[config.mk]
export PLATFORM = sky130hd
export DESIGN_NAME = serial_word_collector
export DESIGN_NICKNAME = d
export VERILOG_FILES = /design/src/rtl/serial_word_collector.sv
export SDC_FILE = /design/constraint.sdc
export NUM_CORES = 1
export LEC_CHECK = 0
export ABC_CLOCK_PERIOD_IN_PS = 3900
export BUFFER_PORTS_ARGS = -buffer_cell sky130_fd_sc_hd__buf_2
export CAP_MARGIN = 10
export CELL_PAD_IN_SITES_DETAIL_PLACEMENT = 0
export CELL_PAD_IN_SITES_GLOBAL_PLACEMENT = 1
export CORE_MARGIN = 5
export CORE_UTILIZATION = 41
export DETAILED_ROUTE_END_ITERATION = 10
export PLACE_DENSITY = 0.78
export SETUP_SLACK_MARGIN = 0.02
export SYNTH_ARGS = -nofsm -noshare
export SYNTH_HDL_FRONTEND = slang
export SYNTH_SLANG_ARGS = --single-unit
export TNS_END_PERCENT = 1
[constraint.sdc]
create_clock -name clk -period 3.9 [get_ports clk]
set_input_delay 0.78 -clock clk [delete_from_list [all_inputs] [get_ports clk]]
set_output_delay 0.78 -clock clk [all_outputs]
set_load 0.05 [all_outputs]
[src/rtl/serial_word_collector.sv]
// rtl/serial_word_collector.sv - serial-to-parallel word collector with valid/ready output handshake
// Optional even-parity frame bit enabled by defining PARITY_EN.
module serial_word_collector #(
  parameter int WIDTH     = 8,
  parameter int MSB_FIRST = 0
) (
  input  logic             clk,
  input  logic             reset,
  input  logic             din,
  input  logic             din_valid,
  output logic             din_ready,
  output logic [WIDTH-1:0] pout,
  output logic             pout_valid,
  input  logic             pout_ready,
  output logic             overrun,
  output logic             parity_err
);

  localparam int CW = $clog2(WIDTH + 2);
`ifdef PARITY_EN
  localparam int FRAME = WIDTH + 1;
`else
  localparam int FRAME = WIDTH;
`endif
  localparam logic [CW-1:0] LAST_BIT = CW'(FRAME - 1);
  localparam logic [CW-1:0] ONE      = CW'(1);
  localparam logic [CW-1:0] ZERO     = '0;

  localparam logic [0:0] S_FILL = 1'b0;
  localparam logic [0:0] S_HOLD = 1'b1;

  logic [0:0]       state_q, state_d;
  logic [CW-1:0]    cnt_q, cnt_d;
  logic [WIDTH-1:0] sr_q, sr_d;
  logic [WIDTH-1:0] pout_q, pout_d;
  logic             pout_valid_q, pout_valid_d;
  logic             overrun_q, overrun_d;
`ifdef PARITY_EN
  logic             par_q, par_d;
  logic             parity_err_q, parity_err_d;
`endif

  logic [WIDTH-1:0] sr_shift;
  logic             ready_c;

  always_comb begin
    if (MSB_FIRST != 0) begin
      sr_shift = {sr_q[WIDTH-2:0], din};
    end else begin
      sr_shift = {din, sr_q[WIDTH-1:1]};
    end
    // In HOLD a bit can only be taken when the held word leaves in the same cycle.
    ready_c = (state_q == S_FILL) || pout_ready;
  end

  always_comb begin
    state_d      = state_q;
    cnt_d        = cnt_q;
    sr_d         = sr_q;
    pout_d       = pout_q;
    pout_valid_d = pout_valid_q;
    overrun_d    = overrun_q;
`ifdef PARITY_EN
    par_d        = par_q;
    parity_err_d = parity_err_q;
`endif

    if (din_valid && !ready_c) begin
      overrun_d = 1'b1;
    end

    case (state_q)
      S_FILL: begin
        if (din_valid) begin
          if (cnt_q == LAST_BIT) begin
            cnt_d        = ZERO;
            pout_valid_d = 1'b1;
            state_d      = S_HOLD;
`ifdef PARITY_EN
            // Final bit is the parity bit; data already sits complete in sr_q.
            pout_d       = sr_q;
            parity_err_d = par_q ^ din;
            par_d        = 1'b0;
`else
            pout_d       = sr_shift;
            sr_d         = sr_shift;
`endif
          end else begin
            cnt_d = cnt_q + ONE;
            sr_d  = sr_shift;
`ifdef PARITY_EN
            par_d = par_q ^ din;
`endif
          end
        end
      end
      default: begin
        if (pout_ready) begin
          pout_valid_d = 1'b0;
          state_d      = S_FILL;
`ifdef PARITY_EN
          parity_err_d = 1'b0;
`endif
          // Accepting the first bit of the next word here avoids a bubble.
          if (din_valid) begin
            sr_d  = sr_shift;
            cnt_d = ONE;
`ifdef PARITY_EN
            par_d = din;
`endif
          end
        end
      end
    endcase
  end

  always_ff @(posedge clk) begin
    if (reset) begin
      state_q      <= S_FILL;
      cnt_q        <= ZERO;
      sr_q         <= '0;
      pout_q       <= '0;
      pout_valid_q <= 1'b0;
      overrun_q    <= 1'b0;
`ifdef PARITY_EN
      par_q        <= 1'b0;
      parity_err_q <= 1'b0;
`endif
    end else begin
      state_q      <= state_d;
      cnt_q        <= cnt_d;
      sr_q         <= sr_d;
      pout_q       <= pout_d;
      pout_valid_q <= pout_valid_d;
      overrun_q    <= overrun_d;
`ifdef PARITY_EN
      par_q        <= par_d;
      parity_err_q <= parity_err_d;
`endif
    end
  end

  assign din_ready  = ready_c;
  assign pout       = pout_q;
  assign pout_valid = pout_valid_q;
  assign overrun    = overrun_q;
`ifdef PARITY_EN
  assign parity_err = parity_err_q;
`else
  assign parity_err = 1'b0;
`endif

endmodule

## Yosys cells after proc, flatten, opt, wreduce, memory -nomap -nowiden

Cells that the tools add are included.

| storage, ports and cells | value |
|---|---|
| logic and storage cells | 35 |
| output and inout bits | 12 |
| register bits | 23 |
| bits of input ports | 5 |

| operators by class | value |
|---|---|
| bitwise gates (word level) | 1 |
| add/subtract/negate cells | 1 |
| reduce and logical (&&, ||, !) cells | 8 |
| equality and inequality tests | 3 |
| multiplexer cells | 16 |

Operator list:

| cell | number |
|---|---|
| $mux 8 | 3 |
| $mux 4 | 5 |
| $reduce_and 3->1 | 3 |
| $mux 1 | 8 |
| $add 4x1->4 const B | 1 |
| $eq 4x3->1 const B | 1 |
| $ne 2x2->1 const B | 2 |
| $reduce_bool 2->1 | 2 |
| $logic_and 1x1->1 | 1 |
| $logic_not 1->1 | 1 |
| $logic_or 1x1->1 | 1 |
| $not 1->1 | 1 |

## Depth between registers and ports, before layout

| depth | value |
|---|---|
| depth after elaboration | 4 |
| mapped depth | 5 |
| mapped depth without buffers | 4 |

## Least setup slack after synthesis

Ideal clock, no wire load.

| timing | value |
|---|---|
| path type | in2out |
| start point | input pout_ready |
| end point | output din_ready |
| data required time | 3.120 ns |
| slack | 1.989 ns |
| cell stages on the path | 2 |
| path buffers | 0 |
| arrival | 1.131 ns |
| path through | nor2b_1 > inv_2 |

| between the ends | value |
|---|---|
| longest elaborated chain between the ends | 1 |

RTL lines:

| what | RTL line | RTL |
|---|---|---|
| start: declaration | 14 | `input logic pout_ready,` |
| $logic_or 1x1->1 | 53 | `ready_c = (state_q == S_FILL) \|\| pout_ready;` |
| end: declaration | 11 | `output logic din_ready,` |

Every way passes these cells.

## Final worst setup path

Ends and elaborated chain as after synthesis.

==> summary.md <==
| Metric | Value |
|---|---|
| Hold WC Path Type | reg2reg |
| Final WL | 2.005 mm |
| Detail Route Antenna Nets | 0 |
| Syn Nets | 114 |
| Period Utilization, post-route | 70.10% |
| Final std cells w/o fill | 146 |
| CTS Hold Bufs | 0 |
| Clock share of power | 33.4% |
| Critical path depth in cells | 4 |
| Via/cell ratio | 5.466 |
| CP max-delay cell | nor2b_1 |
| Largest net degree at the start of global routing | 24 |
| RSZ-0062 raised after global routing | no |
| Most frequent CP cell | buf_2 |
| Worst path cell trace | buf_2 > nor2b_1 > inv_2 > buf_2 |
| Top-count cell post-synth | dfxtp_1 |
| Final hold vios | 0 |
| Clock skew | 0.003909 ns |
| Vias in the first global route | 745 |
| Die H | 56.62 um |
| Mapped cell area | 890.9 um2 |
| Top FF cell, synth | dfxtp_1 |
| Share of post-route cells with drive strength above 1 | 16.81% |
| Worst Tran Pin Value | 0.8379 ns |
| Worst-Skew Late Latency | 0.31 ns |
| Psw | 0.08905 mW |
| Switch share | 23.41% |
| Site Rows | 16 |
| Post-layout util | 49.44% |
| Post-route DRC | 0 |
| Commonest cells in the netlist | dfxtp_1, a21oi_1, nand3_1 |
| Buffers & Inverters on Critical Path | 3 |
| Post-synth top area share | 49.44% |
| Fill count | 212 |
| Min Hold Slack | 0.4651 ns |
| Worst Setup Start Kind | primary input |
| Worst hold stages | 2 |
| Global-route wire length before repair | 3.415 mm |
| Initial antenna violation count | 0 |
| Max Cap Viol | 0 |
| Remaining Overflow, GRT | 0 |
| Die ar. | 3205 um2 |
| GPL Wtd Cong | 0.7395 |
| Max-slew headroom | 44.03% |
| Vias | 798 |
| Tmin final | 2.734 ns |
| Max Slew Vio Count | 0 |
| Worst-path fanout max | 12 |
| Max stage delay on crit path | 0.58 ns |
| Synth top area cells | dfxtp_1, a21oi_1, nand3_1, o21ai_0, o21ai_1 |
| Internal power | 0.2913 mW |
| ANT cells | 0 |
| WL per Instance | 13.73 um |
| Gr usage total | 13.51% |
| Nets | 126 |
| Share of power burned in registers | 60.8% |
| VDD IR max | 206.5 uV |
| Number of synthesized flops with an enable pin | 0 |
| Reg area | 440.4 um2 |
| Post-synthesis sequential area ratio | 49.44% |
| PwrDens | 380.5 nW/um2 |
| Setup violators final | 0 |
| Leak Pwr | 0.3766 nW |
| Clock transition at path regs | 0.12 ns |
| Iter 0 DRT Violations | 13 |
| WP data required | 3.12 ns |
| Clock sinks | 22 |
| Chip width | 56.62 um |
| First-pass DRT Iterations | 4 |
| CTS max path bufs | 2 |
| H-tree depth | 1 |
| Post-CTS setup buffers | 0 |
| TritonCTS clock tree | built |
| Flops & latches, synth | 22 |
| Async SR Flop Fraction | 0% |
| Area of the multi-input gates | 402.9 um2 |
| Synthesized area per cell | 8.249 um2 |
| CTS Buf Count | 3 |
| Core box area | 2022 um2 |
| Initial Util | 44.06% |
| Root Driver | clkbuf_4 |
| I/O Pins | 17 |
| CP Class | in2out |
| Cell variety after synth | 24 |
| Synth area leader | dfxtp_1 |
| Yosys warnings | 0 |
| Placed insts | 142 |
| Post-Syn Instances | 108 |
| Fmax | 365.8 MHz |
| Post-CTS Resized | 0 |
| CP Capture Type | output port |
| Outcome | completed |
| Crit-path leading delay family | buffers and inverters |
| Count of port buffers added during placement | 15 |
| P&R area growth vs syn | 12.22% |
| Gate power share | 5.9% |
| TNS Setup | 0 ns |
| Arr. time, crit path | 1.95 ns |
| Worst reg-to-reg path cell count | 4 |
power by group through the flow:
stage | combinational (mW) | clock, mW | sequential (mW)
after floorplan | 0.0174 | 0 | 0.235
after global placement | 0.0220 | 0 | 0.236
after detailed placement | 0.0223 | 0 | 0.236
after CTS | 0.0222 | 0.131 | 0.231
after global routing | 0.0251 | 0.145 | 0.232
final | 0.0224 | 0.127 | 0.231
area by class of cell:
| cell class | instances | area share (%) |
|---|---|---|
| clock buffer | 4 | 3.630 |
| timing repair buffer | 15 | 7.509 |
| tap | 27 | 3.379 |
| inverter | 3 | 1.126 |
| sequential | 22 | 44.06 |
| multi-input combinational | 75 | 40.30 |
worst paths after layout:
path         slack (ns)          to        from
min reg2reg        0.47  pout_valid  pout_valid
min                0.47  pout_valid  pout_valid
max                1.17   din_ready  pout_ready
max reg2reg        2.27    cnt_q[0]     state_q
registers in the layout, indices dropped and copies added (netlist names):
name / count
cnt_q: 4
overrun: 1
sr_q: 7
pout: 8
pout_valid: 1
state_q: 1
through the flow:
step	total power [mW]	setup WS, ns	instance area (um2)
after floorplan	0.2527	1.989	890.9
after global placement	0.2580	1.200	963.4
after detailed placement	0.2584	1.159	963.4
after CTS	0.3841	1.158	999.7
after global routing	0.4024	1.035	999.7
final	0.3804	1.166	999.7
kinds of logic after synthesis:
kind of cell,synth area share [%]
buffers and inverters,5.338
other,0.4209
DFF,49.44
AOI/OAI and AO/OA,25.42
adders and majority gates,1.404
and+or+nand+nor,17.98
routing by layer:
layer	routed length [um]	vias to the layer above	global-route usage, %
li1	-	409	-
met1	982	364	16.57
met2	888	21	21.29
met3	101	4	3.211
met4	32	0	7.797
met5	0	-	0
worst reg2reg max path, delay by kind of cell (launching register included):
| kind | cells | cell delay [ns] |
|---|---|---|
| simple gates | 1 | 0.62 |
| flops | 1 | 0.39 |
| compound gates | 2 | 0.26 |
| buf+inv | 1 | 0.22 |
layout by cell type (no fill, tap or decap), drive strengths merged:
master	instances
nand2	4
o21ai	18
ha	1
and3	1
a21oi	21
a21o	1
nor2	2
or4	1
and3b	1
a2111oi	1
clkbuf	4
inv	3
a41oi	1
buf	15
nand2b	2
nand3b	2
nand3	15
conb	1
nor2b	2
dfxtp	22
a31oi	1
Note: power is estimated with default switching activity, not from simulation.
